**config.mk**
```make
export PLATFORM = sky130hd
export DESIGN_NAME = mux3_rr_arbiter
export DESIGN_NICKNAME = d
export VERILOG_FILES = /design/src/rtl/mux3_rr_arbiter.sv
export SDC_FILE = /design/constraint.sdc
export NUM_CORES = 1
export LEC_CHECK = 0
export CAP_MARGIN = 20
export CORE_MARGIN = 2
export CORE_UTILIZATION = 54
export CTS_CLUSTER_DIAMETER = 40
export CTS_CLUSTER_SIZE = 28
export DETAILED_ROUTE_END_ITERATION = 12
export PLACE_DENSITY = 0.82
export SYNTH_ARGS = -nofsm -noshare
export SYNTH_HDL_FRONTEND = slang
export SYNTH_SLANG_ARGS = --single-unit
```
**constraint.sdc**
```tcl
create_clock -name clk -period 5.3 [get_ports clk]
set_input_delay 1.06 -clock clk [delete_from_list [all_inputs] [get_ports clk]]
set_output_delay 1.06 -clock clk [all_outputs]
set_load 0.03 [all_outputs]
```
**src/rtl/mux3_rr_arbiter.sv**
```systemverilog
// Round-robin arbiter that drives the one-hot select of a shared 3-input mux.
// A grant is held until the owner signals done, drops its request, or hits the hold limit.
module mux3_rr_arbiter #(
  parameter int MAX_HOLD  = 16,
  parameter int CNT_WIDTH = 5
) (
  input  logic       clk,
  input  logic       rstn,
  input  logic [2:0] iReq,
  input  logic [2:0] iDone,
  output logic [2:0] oSelect,
  output logic [1:0] oOwner,
  output logic       oBusy,
  output logic       oTimeout,
  output logic [1:0] oTimeoutId
);

  typedef enum logic {ST_IDLE, ST_OWN} state_e;

  localparam logic [CNT_WIDTH-1:0] HOLD_LAST = CNT_WIDTH'(MAX_HOLD - 1);
  localparam logic [CNT_WIDTH-1:0] CNT_ONE   = CNT_WIDTH'(1);

  state_e               state_q, state_d;
  logic [2:0]           sel_q, sel_d;
  logic [1:0]           owner_q, owner_d;
  logic [1:0]           last_q, last_d;
  logic [CNT_WIDTH-1:0] cnt_q, cnt_d;
  logic                 to_q, to_d;
  logic [1:0]           to_id_q, to_id_d;

  logic [2:0] pick;
  logic [2:0] mask;
  logic       done_k, drop_k, hit_max;

  function automatic logic [2:0] one_hot(input logic [1:0] idx);
    return 3'b001 << idx;
  endfunction

  // Returns {found, index}; search order is last+1, last+2, last (mod 3).
  function automatic logic [2:0] rr_pick(input logic [1:0] last, input logic [2:0] req);
    logic [1:0] c1, c2;
    c1 = (last == 2'd2) ? 2'd0 : last + 2'd1;
    c2 = (c1 == 2'd2) ? 2'd0 : c1 + 2'd1;
    if (req[c1])        return {1'b1, c1};
    else if (req[c2])   return {1'b1, c2};
    else if (req[last]) return {1'b1, last};
    else                return 3'b000;
  endfunction

  always_comb begin
    state_d = state_q;
    sel_d   = sel_q;
    owner_d = owner_q;
    last_d  = last_q;
    cnt_d   = cnt_q;
    to_d    = 1'b0;
    to_id_d = 2'd0;
    pick    = 3'b000;
    mask    = iReq;
    done_k  = 1'b0;
    drop_k  = 1'b0;
    hit_max = 1'b0;
    case (state_q)
      ST_IDLE: begin
        pick = rr_pick(last_q, iReq);
        if (pick[2]) begin
          state_d = ST_OWN;
          owner_d = pick[1:0];
          sel_d   = one_hot(pick[1:0]);
          cnt_d   = '0;
        end
      end
      ST_OWN: begin
        done_k  = iDone[owner_q];
        drop_k  = !iReq[owner_q];
        hit_max = (MAX_HOLD != 0) && (cnt_q == HOLD_LAST);
        if (done_k || drop_k || hit_max) begin
          last_d = owner_q;
          cnt_d  = '0;
          mask   = iReq & ~one_hot(owner_q);
          // A finishing owner may keep the resource only when nobody else wants it.
          if (done_k && iReq[owner_q] && (mask == 3'b000)) mask = iReq;
          to_d    = hit_max && !done_k && !drop_k;
          to_id_d = to_d ? owner_q : 2'd0;
          pick    = rr_pick(owner_q, mask);
          if (pick[2]) begin
            owner_d = pick[1:0];
            sel_d   = one_hot(pick[1:0]);
          end else begin
            state_d = ST_IDLE;
            owner_d = 2'd0;
            sel_d   = 3'b000;
          end
        end else if (cnt_q != '1) begin
          cnt_d = cnt_q + CNT_ONE;
        end
      end
      default: begin
        state_d = ST_IDLE;
        owner_d = 2'd0;
        sel_d   = 3'b000;
      end
    endcase
  end

  always_ff @(posedge clk or negedge rstn) begin
    if (!rstn) begin
      state_q <= ST_IDLE;
      sel_q   <= 3'b000;
      owner_q <= 2'd0;
      last_q  <= 2'd2;
      cnt_q   <= '0;
      to_q    <= 1'b0;
      to_id_q <= 2'd0;
    end else begin
      state_q <= state_d;
      sel_q   <= sel_d;
      owner_q <= owner_d;
      last_q  <= last_d;
      cnt_q   <= cnt_d;
      to_q    <= to_d;
      to_id_q <= to_id_d;
    end
  end

  assign oSelect    = sel_q;
  assign oOwner     = owner_q;
  assign oBusy      = (state_q == ST_OWN);
  assign oTimeout   = to_q;
  assign oTimeoutId = to_id_q;

endmodule

```
# Yosys cells after proc, flatten, opt, wreduce, memory -nomap -nowiden
# Cells that the tools add are included.
dict set report totals {
  ff_bits 16
  latch_bits 0
  ramBits 0
  rom_bits 0
  inputBits 8
  out_inout_bits 9
  elab_cells 98
  memories 0
}
dict set report op_classes {
  n_addsub 5
  multipliers 0
  div_mod_pow 0
  n_lt_le_gt_ge 6
  n_eq_ne 9
  shifts 3
  mux 53
  n_bitwise 3
  n_reduce_logical 12
}
# operator n
set ops {}
lappend ops {{$mux W3} 15}
lappend ops {{$mux W2} 10}
lappend ops {{$lt A2 B3 Y1 const B} 6}
lappend ops {{$bmux W1 S2} 8}
lappend ops {{$mux W5} 3}
lappend ops {{$mux W1} 13}
lappend ops {{$pmux W5 S2} 1}
lappend ops {{$shl A1 B2 Y3 const A} 3}
lappend ops {{$add A2 B1 Y2 const B} 4}
lappend ops {{$eq A2 B2 Y1 const B} 4}
lappend ops {{$pmux W3 S2} 1}
lappend ops {{$reduce_and A2 Y1} 3}
lappend ops {{$add A5 B1 Y5 const B} 1}
lappend ops {{$eq A5 B4 Y1 const B} 1}
lappend ops {{$ne A5 B5 Y1 const B} 1}
lappend ops {{$logic_and A1 B1 Y1} 4}
lappend ops {{$ne A2 B1 Y1 const B} 2}
lappend ops {{$pmux W2 S2} 1}
lappend ops {{$and A3 B3 Y3} 1}
lappend ops {{$logic_not A3 Y1} 1}
lappend ops {{$ne A3 B1 Y1 const B} 1}
lappend ops {{$not A3 Y3} 1}
lappend ops {{$logic_not A1 Y1} 2}
lappend ops {{$logic_or A1 B1 Y1} 2}
lappend ops {{2 further kinds} 2}

# Depth between registers and ports, before layout
dict set report logic_depth {
  ltp_word 19
  mapped_depth 8
  depth_no_buf 7
}

# Worst setup path after synthesis
# No wires, ideal clock.
dict set report synth_timing {
  path_type {input-to-reg}
  from {input iDone[0]}
  to {register sel_q[1], in the netlist oSelect[1]}
  setup_ns 0.119
  t_arrival_ns 2.261
  required_time_ns 5.181
  path_slack_ns 2.920
  cell_stages 5
  path_buffers 1
  cell_sequence {or4b_1 > a31oi_4 > a21oi_2 > buf_6 > o21a_1}
}
dict set report synth_via {
  elab_chain_cells 18
  word_cells_on_any_way 26
  classes_between {eq/ne (1); shift (1); mux (19); reduce/logical (5)}
}
# item line_no
set synth_rtl {}
lappend synth_rtl {{start: declaration} 10} ;# input logic [2:0] iDone,
lappend synth_rtl {{$bmux W1 S2 *} 74} ;# done_k = iDone[owner_q];
lappend synth_rtl {{$mux W1 (implied by the code) *} 74}
lappend synth_rtl {{$logic_and A1 B1 Y1 (2 in series)} 82} ;# if (done_k && iReq[owner_q] && (mask == 3'b000)) mask = iReq;
lappend synth_rtl {{$mux W3} 82}
lappend synth_rtl {{$mux W3} 77} ;# if (done_k || drop_k || hit_max) begin
lappend synth_rtl {{$mux W3} 63} ;# case (state_q)
lappend synth_rtl {{$bmux W1 S2} 46} ;# else if (req[last]) return {1'b1, last};
lappend synth_rtl {{$mux W1 (implied by the code)} 46}
lappend synth_rtl {{$mux W3} 46}
lappend synth_rtl {{$mux W3} 45} ;# else if (req[c2]) return {1'b1, c2};
lappend synth_rtl {{$mux W3} 44} ;# if (req[c1]) return {1'b1, c1};
lappend synth_rtl {{$mux W3} 77}
lappend synth_rtl {{$mux W3} 63}
lappend synth_rtl {{$shl A1 B2 Y3} 36} ;# return 3'b001 << idx;
lappend synth_rtl {{$mux W3} 86} ;# if (pick[2]) begin
lappend synth_rtl {{$mux W3} 77}
lappend synth_rtl {{$pmux W3 S2} 63}
lappend synth_rtl {{end signal: assignment} 117} ;# sel_q <= sel_d;
lappend synth_rtl {{end: declaration} 24} ;# logic [2:0] sel_q, sel_d;
# Every way passes the cells marked *; elsewhere a longest branch is shown, timed or not. The select of a mux whose other input is x is not followed.
# A chain may end at the register's enable or synchronous reset.

# Worst setup path in the final report
dict set report layout_timing {
  from {input iReq[0]}
  to {register owner_q[0], in the netlist oOwner[0]}
}
dict set report layout_via {
  elab_chain_cells 17
  word_cells_on_any_way 40
  classes_between {eq/ne (2); mux (30); bitwise (1); reduce/logical (7)}
}
# item line_no
set layout_rtl {}
lappend layout_rtl {{start: declaration} 9} ;# input logic [2:0] iReq,
lappend layout_rtl {{$bmux W1 S2} {75, 82}}
lappend layout_rtl {{$mux W1 (implied by the code)} {75, 82}}
lappend layout_rtl {{$logic_and A1 B1 Y1 (2 in series)} 82}
lappend layout_rtl {{$mux W3} 82}
lappend layout_rtl {{$mux W3} 77}
lappend layout_rtl {{$mux W3} 63}
lappend layout_rtl {{$bmux W1 S2} 46}
lappend layout_rtl {{$mux W1 (implied by the code)} 46}
lappend layout_rtl {{$mux W3} 46}
lappend layout_rtl {{$mux W3} 45}
lappend layout_rtl {{$mux W3} 44}
lappend layout_rtl {{$mux W3} 77}
lappend layout_rtl {{$mux W3} 63}
lappend layout_rtl {{$mux W2} 86}
lappend layout_rtl {{$mux W2} 77}
lappend layout_rtl {{$pmux W2 S2} 63}
lappend layout_rtl {{end signal: assignment} 118} ;# owner_q <= owner_d;
lappend layout_rtl {{end: declaration} 25} ;# logic [1:0] owner_q, owner_d;
# Parallel ways exist; a longest one is shown, timed or not. The select of a mux whose other input is x is not followed.

==> results.sh <==
export IMPL_area_delta_synth_final_pct=20.1
export IMPL_tightest_slew_ns=0.750
export IMPL_slew_limit_headroom_pct=49.8
export IMPL_pwr_share_seq_pct=38.2
export IMPL_min_to="oSelect[1]"
export IMPL_p_switching_mw=0.232
export IMPL_avgRoutedWirePerCell_um=15.6
export IMPL_hold_buffers=0
export IMPL_placementRows=15
export IMPL_finalSetupViolCount=0
export IMPL_start_kind="primary input"
export IMPL_crit_buf_inv=1
export IMPL_setup_slack_ns=2.48
export IMPL_synth_seq_cells=16
export IMPL_reg2reg_from="cnt_q[0]"
export IMPL_pin_count=17
export IMPL_rsz0062_at_grt="false"
export IMPL_nNetsFinal=122
export IMPL_finalMaxSlewViolations=0
export IMPL_period_needed_ns=2.82
export IMPL_power_mw=0.550
export IMPL_die_h_um=45.9
export IMPL_finalWirelength_um=1980
export IMPL_synthesis_nets=106
export IMPL_post_cts_buffers=0
export IMPL_power_density_mw_per_mm2=483
export IMPL_yosysUniqueCellTypes=41
export IMPL_met1_usage_pct=26.9
export IMPL_numPortBuffers=16
export IMPL_grt_total_usage_pct=21.8
export IMPL_pwr_share_clk_pct=15.0
export IMPL_fp_coreArea_mm2=0.00169
export IMPL_cts_htree_levels=1
export IMPL_hold_path_class="reg2reg"
export IMPL_switching_share_pct=42.2
export IMPL_crit_path_end_kind="flop"
export IMPL_r2r_cells=7
export IMPL_grt_ovfl_total=0
export IMPL_totalNegativeSetupSlack_ns=0
export IMPL_ctsResizeCount=0
export IMPL_cts_root_buf="clkbuf_4"
export IMPL_synth_warnings=0
export IMPL_leakagePower_nw=0.469
export IMPL_p_comb_share_pct=46.8
export IMPL_maxCapViolations=0
export IMPL_layout_cells_most_common="clkdlybuf4s50_1"
export IMPL_cts_buffers_inserted=3
export IMPL_cp_slowest_stage_delay_ns=0.66
export IMPL_path_delay_family="compound AO/OA/AOI/OAI gates"
export IMPL_drt_pass1_iterations=4
export IMPL_drcViolationCount=0
export IMPL_pre_cts_slack_ns=2.19
export IMPL_clk_latency_ns=0.29
export IMPL_path_cells="clkdlybuf4s50_1, or4b_1, a31oi_4, a21oi_2, o211ai_1, o21a_1"
export IMPL_min_from="oSelect[1]"
export IMPL_r2r_end="oOwner[0]"
export IMPL_regToRegSetupSlack_ns=3.28
export IMPL_antenna_cells=0
export IMPL_crit_arrival_ns=3.05
export IMPL_drive_above_1_share_pct=13.6
export IMPL_clock_sinks=16
export IMPL_synthFlopType="dfrtp_1"
export IMPL_grt_pass1_wl_um=3250
export IMPL_viasPerCell=6.13
export IMPL_drt_iter0_drc=26
export IMPL_fin_skew_ns=0.0150
export IMPL_dp_final_hpwl_um=1470
export IMPL_cp_slowest_cell="clkdlybuf4s50_1"
export IMPL_grt_busiest_layer="met2"
export IMPL_fp_dieW_um=45.9
export IMPL_die_area_mm2=0.00211
export IMPL_initial_utilization_pct=56.1
export IMPL_crit_type="in2reg"
export IMPL_antenna_found_initial=0
export IMPL_p_int_mw=0.318
export IMPL_synth_async_reset_ratio_pct=100
export IMPL_cts_buffer_depth=2
export IMPL_grt_pass1_vias=780
export IMPL_fmax_mhz=354
export IMPL_grt_max_degree=17
export IMPL_hold_viol=0
export IMPL_ant_nets=0
export IMPL_synth_enable_flop_cells=0
export IMPL_vdd_ir_drop_max_mv=0.325
export IMPL_fillers=150
export IMPL_syn_area_um2=948
export IMPL_cts_tree="yes"
export IMPL_crit_required_ns=5.52
export IMPL_syn_area_per_cell_um2=9.98
export IMPL_place_gp_congestion=0.804
export IMPL_crit_fanout=11
export IMPL_final_cell_mix="clkdlybuf4s50_1 (16), dfrtp_1 (15), nand2_1 (10), nor2_1 (7), inv_1 (5)"
export IMPL_seq_area_frac_synth_pct=42.3
export IMPL_use_met3_pct=3.97
export IMPL_status="finished, final reports clean"
export IMPL_syn_instance_count=95
export IMPL_clk_pin_slew_ns=0.09
export IMPL_grtUsageMet2_pct=36.9
export IMPL_hold_path_cell_count=1
export IMPL_num_vias=778
export IMPL_finalCritPeriodShare_pct=53.2
[routing by layer]
metal / part of all wire (%) / wire [um] / vias to the layer above
met5: 0 / 0 / -
met4: 0.61 / 12 / 0
met3: 2.4 / 47 / 2
met2: 52 / 1020 / 14
met1: 45 / 898 / 391
li1: - / - / 371
[registers in the layout, summed over array words and instances, names as in the netlist]
signal	count
cnt_q	5
oOwner	2
oBusy	1
oTimeout	1
last_q	2
oTimeoutId	2
oSelect	3
[worst register-to-register path, stage by stage (launching register included)]
cell,delay [ns]
dfrtp_1,0.40
ha_1,0.17
and3_1,0.18
ha_1,0.25
a31oi_4,0.06
a21oi_2,0.48
o211ai_1,0.22
o21a_1,0.16
[layout make-up]
class | count | area [um^2] | share of cell area, %
Clock buffer | 4 | 36.3 | 3.19
Sequential cell | 16 | 402 | 35.3
Inverter | 5 | 18.8 | 1.65
Multi-Input combinational cell | 69 | 500 | 44.0
Tap cell | 17 | 21.3 | 1.87
Timing Repair Buffer | 16 | 160 | 14.1
[stage by stage]
step	std cells	cell area [um^2]	hold WS, ns	util (%)
floorplan	95	948	0.473	-
global placement	123	1100	0.477	65.3
detailed placement	123	1100	0.494	65.3
CTS	127	1140	0.520	67.4
global route	127	1140	0.540	67.4
finish	127	1140	0.511	67.4
[power by group through the flow]
stage	Sequential [mW]	Combinational (mW)	Clock [mW]
6_report	0.210	0.258	0.0827
5_1_grt	0.218	0.280	0.0892
4_1_cts	0.211	0.260	0.0831
3_5_place_dp	0.213	0.257	0
3_3_place_gp	0.209	0.252	0
2_1_floorplan	0.227	0.167	0
[synth_stat cells, types with 2 or more instances]
master / instances / area [um^2]
dfrtp_1: 15 / 375
nand2_1: 10 / 37.5
a21oi_1: 3 / 15.0
nand2b_1: 2 / 12.5
inv_1: 5 / 18.8
nor3_1: 4 / 20.0
clkbuf_1: 3 / 11.3
a21oi_2: 2 / 17.5
or3_1: 2 / 12.5
a31oi_1: 2 / 12.5
nor2_1: 7 / 26.3
nor3b_1: 2 / 15.0
o21a_1: 4 / 30.0
xnor2_1: 2 / 17.5
o21ai_0: 4 / 20.0
ha_1: 3 / 37.5
[cells by family after synthesis]
| family | after synthesis | synth area share, % |
|---|---|---|
| DFF | 16 | 42.3 |
| xor gates and xnor gates | 2 | 1.85 |
| and+or+nand+nor | 36 | 21.6 |
| buffers and inverters | 10 | 4.88 |
| adders and majority gates | 3 | 3.96 |
| AOI/OAI and AO/OA | 27 | 24.1 |
| muxes | 1 | 1.19 |
[worst max path at each step]
stage	depth (start not counted)	end	from
after floorplan	5	oSelect[1]	iDone[0]
after global placement	6	oOwner[0]	iReq[0]
after detailed placement	6	oSelect[1]	iReq[0]
after CTS	6	oSelect[1]	iReq[0]
after global routing	6	oOwner[0]	iReq[0]
final	6	oOwner[0]	iReq[0]
Power figures use the tool's default switching activity.
